$ cat config.mk
export PLATFORM = sky130hd
export DESIGN_NAME = bus_arbiter_rr
export DESIGN_NICKNAME = d
export VERILOG_FILES = /design/src/rtl/bus_arbiter_rr_pkg.sv /design/src/rtl/bus_rr_pick.sv /design/src/rtl/bus_arbiter_rr.sv
export SDC_FILE = /design/constraint.sdc
export NUM_CORES = 1
export LEC_CHECK = 0
export ABC_AREA = 1
export BUFFER_PORTS_ARGS = -buffer_cell sky130_fd_sc_hd__buf_2
export CAP_MARGIN = 40
export CORE_MARGIN = 2
export CORE_UTILIZATION = 55
export DETAILED_ROUTE_END_ITERATION = 8
export PLACE_DENSITY = 0.78
export SYNTH_ARGS = -nofsm -noshare
export SYNTH_HDL_FRONTEND = slang
export SYNTH_HIERARCHICAL = 1
export SYNTH_SLANG_ARGS = --single-unit
$ cat constraint.sdc
create_clock -name clk -period 2.3 [get_ports clk]
set_input_delay 0.23 -clock clk [delete_from_list [all_inputs] [get_ports clk]]
set_output_delay 0.23 -clock clk [all_outputs]
set_load 0.02 [all_outputs]
$ cat src/rtl/bus_arbiter_rr_pkg.sv
// Shared constants and types for the round-robin bus arbiter: master count limit,
// default tenure, grant pin polarity and the per-cycle arbitration decision.
package bus_arbiter_rr_pkg;

  localparam int BUS_ARB_MAX_MASTERS = 16;
  localparam int DEFAULT_MAX_HOLD    = 16;

  // Grant pins are active-low on the bus.
  localparam logic GRANT_ON  = 1'b0;
  localparam logic GRANT_OFF = 1'b1;

  typedef enum logic [1:0] {
    DEC_PARK,     // nobody requests: stay on the last owner
    DEC_KEEP,     // owner requests and keeps the bus
    DEC_PREEMPT,  // owner's tenure expired while others wait
    DEC_HANDOFF   // owner released, pass to the next requester
  } arb_dec_e;

endpackage

$ cat src/rtl/bus_rr_pick.sv
// Rotate-priority picker: finds the first set request bit strictly after base,
// scanning base+1 .. base with wrap-around.
module bus_rr_pick
  import bus_arbiter_rr_pkg::*;
#(
  parameter  int NUM_MASTERS = 4,
  localparam int OWN_W       = $clog2(NUM_MASTERS)
) (
  input  logic [NUM_MASTERS-1:0] req,
  input  logic [OWN_W-1:0]       base,
  output logic                   found,
  output logic [OWN_W-1:0]       idx
);

  int pos;

  // NOTE: every output gets a default before the loop so no path leaves it unassigned (no latch).
  always_comb begin
    found = 1'b0;
    idx   = '0;
    pos   = 0;
    for (int i = 1; i <= NUM_MASTERS; i++) begin
      pos = int'(base) + i;
      if (pos >= NUM_MASTERS) pos = pos - NUM_MASTERS;
      if (!found && req[pos]) begin
        found = 1'b1;
        idx   = OWN_W'(pos);
      end
    end
  end

endmodule

$ cat src/rtl/bus_arbiter_rr.sv
// Round-robin bus arbiter with parking, bounded tenure and owner bus lock.
// Holds the owner register, tenure counter and preempt flag; grants decode from owner.
module bus_arbiter_rr
  import bus_arbiter_rr_pkg::*;
#(
  parameter  int NUM_MASTERS = 4,
  parameter  int MAX_HOLD    = DEFAULT_MAX_HOLD,
  parameter  int HOLD_W      = 8,
  localparam int OWN_W       = $clog2(NUM_MASTERS)
) (
  input  logic                   clk,
  input  logic                   reset,
  input  logic [NUM_MASTERS-1:0] req_,
  input  logic [NUM_MASTERS-1:0] lock_,
  output logic [NUM_MASTERS-1:0] grnt_,
  output logic [OWN_W-1:0]       owner,
  output logic                   preempt
);

  localparam logic [HOLD_W-1:0] HOLD_LAST =
    (MAX_HOLD == 0) ? '0 : HOLD_W'(MAX_HOLD - 1);

  logic [HOLD_W-1:0]      hold_cnt, next_hold;
  logic [OWN_W-1:0]       next_owner, pick_idx;
  logic                   next_preempt;
  logic [NUM_MASTERS-1:0] req, others;
  logic                   owner_req, locked, expired, pick_found;
  arb_dec_e               dec;

  always_comb begin
    req           = ~req_;
    others        = req;
    others[owner] = 1'b0;
  end

  assign owner_req = req[owner];
  assign locked    = owner_req && (lock_[owner] == 1'b0);
  // pick_found doubles as "some other master is requesting".
  assign expired   = (MAX_HOLD != 0) && (hold_cnt == HOLD_LAST) && pick_found;

  bus_rr_pick #(.NUM_MASTERS(NUM_MASTERS)) u_pick (
    .req   (others),
    .base  (owner),
    .found (pick_found),
    .idx   (pick_idx)
  );

  always_comb begin
    if (owner_req)       dec = (expired && !locked) ? DEC_PREEMPT : DEC_KEEP;
    else if (pick_found) dec = DEC_HANDOFF;
    else                 dec = DEC_PARK;
  end

  always_comb begin
    next_owner   = owner;
    next_hold    = '0;
    next_preempt = 1'b0;
    case (dec)
      DEC_KEEP: begin
        // Saturation at HOLD_LAST only persists while locked; unlocked it preempts instead.
        if (pick_found)
          next_hold = (hold_cnt == HOLD_LAST) ? hold_cnt : hold_cnt + HOLD_W'(1);
      end
      DEC_PREEMPT: begin
        next_owner   = pick_idx;
        next_preempt = 1'b1;
      end
      DEC_HANDOFF: next_owner = pick_idx;
      default:     next_owner = owner;
    endcase
  end

  // NOTE: state registers use non-blocking assignments so all flops update together at the edge.
  always_ff @(posedge clk) begin
    if (reset) begin
      owner    <= '0;
      hold_cnt <= '0;
      preempt  <= 1'b0;
    end else begin
      owner    <= next_owner;
      hold_cnt <= next_hold;
      preempt  <= next_preempt;
    end
  end

  always_comb begin
    for (int i = 0; i < NUM_MASTERS; i++)
      grnt_[i] = (owner == OWN_W'(i)) ? GRANT_ON : GRANT_OFF;
  end

endmodule

==> results of run 1 <==
## what timing repair did
| item | 4_1_cts | 5_1_grt |
|---|---|---|
| setup endpoints to repair | 0 | 10 |
| gates resized for setup | 0 | 4 |
| endpoints found under the hold margin | 0 | 0 |
## stage by stage
stage / cell area (sq um) / setup slack (ns)
2_1_floorplan: 1010 / 0.0809
3_3_place_gp: 1130 / 0.164
3_5_place_dp: 1130 / 0.0700
4_1_cts: 1160 / 0.0437
5_1_grt: 1170 / 0.0400
6_report: 1170 / 0.205
## worst reg2reg max path, delay by kind of cell, from the launching register on
| family | cells | cell delay, ns |
|---|---|---|
| simple gates | 9 | 1.11 |
| flops | 1 | 0.42 |
| buf+inv | 3 | 0.22 |
| compound gates | 1 | 0.22 |
## per-layer routing
layer	vias up	share of wire	track usage
li1	494	-	-
met1	403	0.46	0.257
met2	12	0.49	0.373
met3	5	0.030	0.0577
met4	0	0.014	0.0667
met5	-	0	0
## cells in the mapped netlist
| master | count |
|---|---|
| sky130_fd_sc_hd__nand2_1 | 31 |
| sky130_fd_sc_hd__nand3_1 | 12 |
| sky130_fd_sc_hd__nor2_1 | 12 |
| sky130_fd_sc_hd__dfxtp_1 | 11 |
| sky130_fd_sc_hd__nand2_2 | 11 |
| sky130_fd_sc_hd__nor2_2 | 8 |
| sky130_fd_sc_hd__a21oi_1 | 7 |
| sky130_fd_sc_hd__nand2_4 | 7 |
| sky130_fd_sc_hd__inv_1 | 5 |
| sky130_fd_sc_hd__xnor2_1 | 5 |
| sky130_fd_sc_hd__nand4_1 | 4 |
| sky130_fd_sc_hd__buf_6 | 3 |
| sky130_fd_sc_hd__nand3_2 | 3 |
| sky130_fd_sc_hd__inv_2 | 2 |
| sky130_fd_sc_hd__nor2_4 | 2 |
| sky130_fd_sc_hd__xor2_1 | 2 |
| sky130_fd_sc_hd__ha_1 | 1 |
| sky130_fd_sc_hd__inv_4 | 1 |
| sky130_fd_sc_hd__inv_6 | 1 |
| sky130_fd_sc_hd__mux2i_1 | 1 |
| sky130_fd_sc_hd__nand3_4 | 1 |
| sky130_fd_sc_hd__nand3b_1 | 1 |
| sky130_fd_sc_hd__nand4_4 | 1 |
| sky130_fd_sc_hd__nor2_8 | 1 |
| sky130_fd_sc_hd__nor3_4 | 1 |
| sky130_fd_sc_hd__o21a_1 | 1 |
| sky130_fd_sc_hd__o21ai_0 | 1 |
| sky130_fd_sc_hd__o21ai_1 | 1 |
## layout make-up
| type | count | area, sq um | share of cell area |
|---|---|---|---|
| multi-input combinational | 114 | 719 | 0.615 |
| sequential | 11 | 225 | 0.193 |
| timing repair buffer | 22 | 125 | 0.107 |
| inverter | 9 | 41.3 | 0.0353 |
| tap | 25 | 31.3 | 0.0267 |
| clock buffer | 3 | 22.5 | 0.0193 |
| clock inverter | 1 | 5.00 | 0.00428 |
## power by group
part / switching (mW) / total (mW) / internal, mW / leakage (nW)
Clock: 0.0705 / 0.135 / 0.0646 / 0.0177
Sequential: 0.0449 / 0.265 / 0.220 / 0.0903
Combinational: 0.535 / 0.846 / 0.311 / 0.419
Total: 0.651 / 1.25 / 0.596 / 0.527
## registers in the layout, summed over array words and instances (netlist names)
name      flops
hold_cnt      8
owner         2
preempt       1
## worst max path at each step
stage | cells after the start | endpoint
5_1_grt | 13 | hold_cnt[4]$_SDFFE_PP0P_
4_1_cts | 13 | hold_cnt[4]$_SDFFE_PP0P_
3_3_place_gp | 13 | hold_cnt[4]$_SDFFE_PP0P_
2_1_floorplan | 14 | hold_cnt[4]$_SDFFE_PP0P_
6_report | 13 | hold_cnt[4]$_SDFFE_PP0P_
3_5_place_dp | 13 | hold_cnt[4]$_SDFFE_PP0P_
## cell families after synthesis
group / after synthesis / synth area share
xor gates and xnor gates: 7 / 0.0606
and+or+nand+nor: 95 / 0.573
adders and majority gates: 1 / 0.0124
muxes: 1 / 0.00990
buffers and inverters: 12 / 0.0743
DFF: 11 / 0.218
AOI/OAI and AO/OA: 10 / 0.0520
==> results.json, run 1 <==
{
  "run_status": "finished, final reports clean",
  "clock_latency_on_the_worst_skew_pair_ns": 0.28,
  "die-area_sq_mm": 0.00220,
  "core_box_area_sq_mm": 0.00173,
  "first_iter_violations": 6,
  "pins_over_their_slew_limit": 0,
  "holdBufCountCts": 0,
  "worst_ep_required_time_ns": 2.47,
  "cell_count_after_placement": 181,
  "yosys_register_bits": 11,
  "fin_worst_skew_ns": 0.00589,
  "layout.filler_cells": 159,
  "globalRoute.totalOverflow": 0,
  "synth_cells": 137,
  "die_width_um": 46.9,
  "cts_sinks": 11,
  "path_delay_family": "simple AND/OR/NAND/NOR gates",
  "maximum_single_stage_delay_on_the_critical_path_ns": 0.42,
  "total_half_perimeter_wirelength_after_legalization_and_detailed_placement_um": 1630,
  "net_count_synth": 148,
  "timing.critical_path.to_type": "flip-flop",
  "worstPathArrival_ns": 2.26,
  "io_buffer_count": 16,
  "critical_path_buf_inv_count": 3,
  "die_height_um": 46.9,
  "cts_tree": "done",
  "hold_path_end": "preempt$_SDFF_PP0_",
  "cp_max_fo": 9,
  "yosys-top-cells-area": "sky130_fd_sc_hd__dfxtp_1 (22%), sky130_fd_sc_hd__nand2_1 (12%), sky130_fd_sc_hd__nand2_4 (7.8%)",
  "final_layout_size_suffix_gt1_frac": 0.425,
  "mappedNetlistArea_sq_mm": 0.00101,
  "drv.max_cap_violation_count": 0,
  "antenna_cells": 0,
  "num_vias": 914,
  "drt_drc_violations_left": 0,
  "worst_slew_margin_rel": 0.762,
  "grt_pass1_wl_um": 3340,
  "synthesis.yosys.warnings": 6,
  "num_io_pins": 17,
  "utilization": 0.678,
  "rsz0062_at_grt": "false",
  "timing.critical_path.slowest_stage_cell": "sky130_fd_sc_hd__dfxtp_4",
  "synth_top_area_frac": 0.218,
  "ys_seq_area_frac": 0.218,
  "worst_margin_pin_slew_ns": 0.355,
  "finalPower_mw": 1.25,
  "irDropWorstVdd_v": 0.000842,
  "placement_row_count": 15,
  "r2r-start": "owner[1]$_SDFFE_PP0P_",
  "detail_route.first_pass.iterations": 4,
  "layout_commonest_cell": "sky130_fd_sc_hd__nand2_1",
  "cts.root.buffer_cell": "sky130_fd_sc_hd__clkbuf_4",
  "ctsLongestPathBuffers": 2,
  "fin_nets": 172,
  "rrSetupSlack_ns": 0.20,
  "worst_hold_startpoint": "reset",
  "fin_setup_tns_ns": 0,
  "min_period_over_period": 0.911,
  "post_cts_setup_inserts": 0,
  "grt_pass1_vias": 823,
  "crit_chain": "inv_2 -> a21oi_1 -> nand2_2 -> nand2_2 -> inv_1 -> nand2_1 -> nand2_2 -> nand4_1 -> inv_1 -> nor3_4 -> nand3_4 -> nand4_4 -> nor2_2",
  "finalCriticalPeriod_ns": 2.10,
  "grtUsageTotal": 0.214,
  "worst_setup_hold_path_clk_slew_ns": 0.07,
  "viasPerCell": 4.94,
  "cellLeakagePower_nw": 0.527,
  "route.antenna.remaining_nets": 0,
  "average_wire_per_standard_cell_um": 10.6,
  "layout.cells.most_common_list": "sky130_fd_sc_hd__nand2_1 (31), sky130_fd_sc_hd__buf_2 (16), sky130_fd_sc_hd__nor2_1 (12), sky130_fd_sc_hd__nand3_1 (12), sky130_fd_sc_hd__nand2_2 (11)",
  "post_synth.cell_area_avg_sq_um": 7.38,
  "grt_max_degree": 10,
  "holdPathStages": 2,
  "gpl.final_weighted_congestion": 0.837,
  "synth_cell_types": 28,
  "final-hold-violation-count": 0,
  "cts_inserted_buffers": 3,
  "number_of_antenna_violations_at_the_first_check_in_global_routing": 0,
  "power-per-cell-area_mw_per_mm2": 1070,
  "rr_endpoint": "hold_cnt[4]$_SDFFE_PP0P_",
  "area.growth.synth_to_final_pct": 15.7,
  "clock_tree.htree_level_count": 1,
  "yosysTopAreaCell": "sky130_fd_sc_hd__dfxtp_1",
  "wire_length_reported_by_the_detailed_router_um": 1960,
  "path_class": "reg -> reg",
  "critical-path-top-cell-by-count": "sky130_fd_sc_hd__nand2_2",
  "setup_violations": 0,
  "layout.cells.non_filler": 185,
  "maximum_clock_frequency_ghz": 0.477,
  "timing.reg2reg.worst_path_depth": 13,
  "start_util": 0.586,
  "startpoint_type": "flip-flop",
  "kind_of_path_behind_the_tightest_hold_check": "in -> reg",
  "final.hold.worst_slack_ns": 0.106,
  "crit_start": "owner[1]$_SDFFE_PP0P_"
}
No activity file was read; power rests on OpenSTA's default activity.
==> run 2, diff against run 1 <==
CORE_UTILIZATION = 50   (was 55)
PLACE_DENSITY = 0.75   (was 0.78)
clock period = 1.7 ns   (was 2.3 ns; I/O delays follow)
==> run 2 against run 1 <==
Net effect: the run now ends with negative setup slack left; via count rose by 14%; global-route usage rose by 0.071 points; routed wire length rose by 24%; total power rose by 71%; non-clock buffer count rose by 22; register-to-register slack got worse by 0.35 ns; clock skew fell by 0.0016 ns; die area rose by 9.1%; largest power group unchanged; largest cell class unchanged; fmax rose by 13%; worst setup slack got worse by 0.35 ns.
==> results.json, run 2 (synthesis gave the netlist of run 1 again) <==
{
  "run_status": "finished, violations left",
  "failed_checks": "negative setup slack",
  "layout.cells.non_filler": 209,
  "worst_setup_hold_path_clk_slew_ns": 0.07,
  "top_flop_regs": "hold_cnt (8), owner (2), preempt (1)",
  "io_buffer_count": 16,
  "start_util": 0.521,
  "min_period_over_period": 1.09,
  "final-hold-violation-count": 0,
  "maximum_clock_frequency_ghz": 0.541,
  "placement.cell_area_sq_mm": 0.00126,
  "final_layout_size_suffix_gt1_frac": 0.549,
  "grt_max_degree": 9,
  "startpoint_type": "flip-flop",
  "layout_commonest_cell": "sky130_fd_sc_hd__nand2_1",
  "globalRoute.totalOverflow": 0,
  "pins_over_their_slew_limit": 0,
  "comb_power_share": 0.738,
  "max_flop_register": "hold_cnt",
  "die_width_um": 49.0,
  "finalPower_mw": 2.13,
  "core_box_area_sq_mm": 0.00194,
  "fin_nets": 194,
  "wire_length_reported_by_the_detailed_router_um": 2430,
  "power_frac_clock": 0.085,
  "kind_of_path_behind_the_tightest_hold_check": "in -> reg",
  "die_height_um": 49.0,
  "cts.root.buffer_cell": "sky130_fd_sc_hd__clkbuf_4",
  "antenna_cells": 0,
  "path_class": "reg -> reg",
  "first_iter_violations": 26,
  "drt_drc_violations_left": 0,
  "finalCriticalPeriod_ns": 1.85,
  "worst_slew_margin_rel": 0.780,
  "num_io_pins": 17,
  "setup_violations": 11,
  "layout.cells.most_common_list": "sky130_fd_sc_hd__nand2_1 (28), sky130_fd_sc_hd__buf_4 (26), sky130_fd_sc_hd__buf_2 (16)",
  "area.growth.synth_to_final_pct": 39.2,
  "grt_pass1_vias": 1028,
  "fin_worst_skew_ns": 0.00431,
  "cellLeakagePower_nw": 0.638,
  "maximum_single_stage_delay_on_the_critical_path_ns": 0.39,
  "number_of_antenna_violations_at_the_first_check_in_global_routing": 0,
  "cts_sinks": 11,
  "worst_ep_required_time_ns": 1.86,
  "grt_pass1_wl_um": 4090,
  "total_half_perimeter_wirelength_after_legalization_and_detailed_placement_um": 1750,
  "die-area_sq_mm": 0.00240,
  "total_switching_power_mw": 1.02,
  "worst_margin_pin_slew_ns": 0.329,
  "internal_power_mw": 1.11,
  "gpl.final_weighted_congestion": 0.842,
  "cts_tree": "done",
  "irDropWorstVdd_v": 0.00103,
  "largest_register_ffs": 8,
  "viasPerCell": 4.98,
  "timing.critical_path.to_type": "flip-flop",
  "clock_latency_on_the_worst_skew_pair_ns": 0.27,
  "drv.max_cap_violation_count": 0,
  "power-per-cell-area_mw_per_mm2": 1510,
  "cts_inserted_buffers": 3,
  "clock_tree.htree_level_count": 1,
  "sw_frac_of_total": 0.477,
  "average_wire_per_standard_cell_um": 11.6,
  "worstPathArrival_ns": 2.01,
  "placement_row_count": 16,
  "num_vias": 1040,
  "rsz0062_at_grt": "true",
  "timing.critical_path.slowest_stage_cell": "sky130_fd_sc_hd__dfxtp_4",
  "layout.filler_cells": 161,
  "route.antenna.remaining_nets": 0,
  "final_critical_path_setup_slack_ns": -0.149,
  "cp_max_fo": 8,
  "sequentialPowerShare": 0.177,
  "ctsLongestPathBuffers": 2,
  "cell_count_after_placement": 194,
  "detail_route.first_pass.iterations": 4,
  "grtUsageTotal": 0.215,
  "stdcell_area_sq_mm": 0.00141,
  "final.hold.worst_slack_ns": 0.0696,
  "crit_chain": "buf_6 -> a21oi_4 -> nand2_2 -> nand2_1 -> nand2_1 -> nand2_2 -> nor2_4 -> nand4_1 -> inv_2 -> nor3_4 -> nand3_4 -> nand4_4 -> nor2_2"
}
## run 2: cell types whose count changed in the layout (fill, tap and decap cells not counted), moves of 2 or more
cell,delta
sky130_fd_sc_hd__buf_4,+20
sky130_fd_sc_hd__a21oi_4,+3
sky130_fd_sc_hd__nand2_1,-3
sky130_fd_sc_hd__a21oi_1,-2
sky130_fd_sc_hd__buf_6,+2
sky130_fd_sc_hd__inv_1,-2
sky130_fd_sc_hd__nand2_2,+2
sky130_fd_sc_hd__nor2_1,-2
sky130_fd_sc_hd__nor2_2,+2
## run 2: per-layer routing
layer,share of wire,global-route usage
met1,0.41,0.220
met5,0,0
met4,0.014,0.0571
met3,0.016,0.0184
met2,0.56,0.452
## run 2: power groups by stage
stage	combinational (mW)	clock (mW)	sequential (mW)
finish	1.57	0.180	0.376
global route	1.70	0.190	0.382
CTS	1.51	0.178	0.369
detailed placement	1.31	0	0.400
global placement	1.28	0	0.397
floorplan	0.993	0	0.363
## run 2: through the flow
| step | utilization | setup TNS [ns] | setup slack [ns] |
|---|---|---|---|
| finish | 0.725 | -1.28 | -0.149 |
| CTS | 0.706 | -0.872 | -0.108 |
| global placement | 0.650 | -0.988 | -0.103 |
| floorplan | - | -1.77 | -0.179 |
| global route | 0.725 | -2.52 | -0.261 |
| detailed placement | 0.650 | -1.29 | -0.142 |
## run 2: timing repair
action,in CTS,in global routing
hold buffers,0,0
gates resized for setup,10,5
setup endpoints to repair,10,11
pin swaps,4,5
setup buffers,9,2
## run 2: path summary, 6_finish.rpt
path / start / endpoint / slack (ns) / depth (start not counted)
max: owner[0]$_SDFFE_PP0P_ / hold_cnt[6]$_SDFFE_PP0P_ / -0.15 / 13
min: reset / preempt$_SDFF_PP0_ / 0.07 / 2
max reg2reg: owner[0]$_SDFFE_PP0P_ / hold_cnt[6]$_SDFFE_PP0P_ / -0.15 / 13
min reg2reg: hold_cnt[7]$_SDFFE_PP0P_ / hold_cnt[7]$_SDFFE_PP0P_ / 0.56 / 3
## run 2: critical path: cells and delay by family (launching register included)
kind / cells / cell delay, ns
AO/OA/AOI/OAI: 1 / 0.15
AND/OR/NAND/NOR: 10 / 0.99
buffers and inverters: 2 / 0.20
flip-flops: 1 / 0.39
## run 2: final cells by class
type	instances	area (sq um)	area share
Sequential cell	11	228	0.162
Tap cell	27	33.8	0.0240
Inverter	9	46.3	0.0329
Timing Repair Buffer	44	298	0.212
Clock buffer	4	26.3	0.0187
Multi-Input combinational cell	114	776	0.551
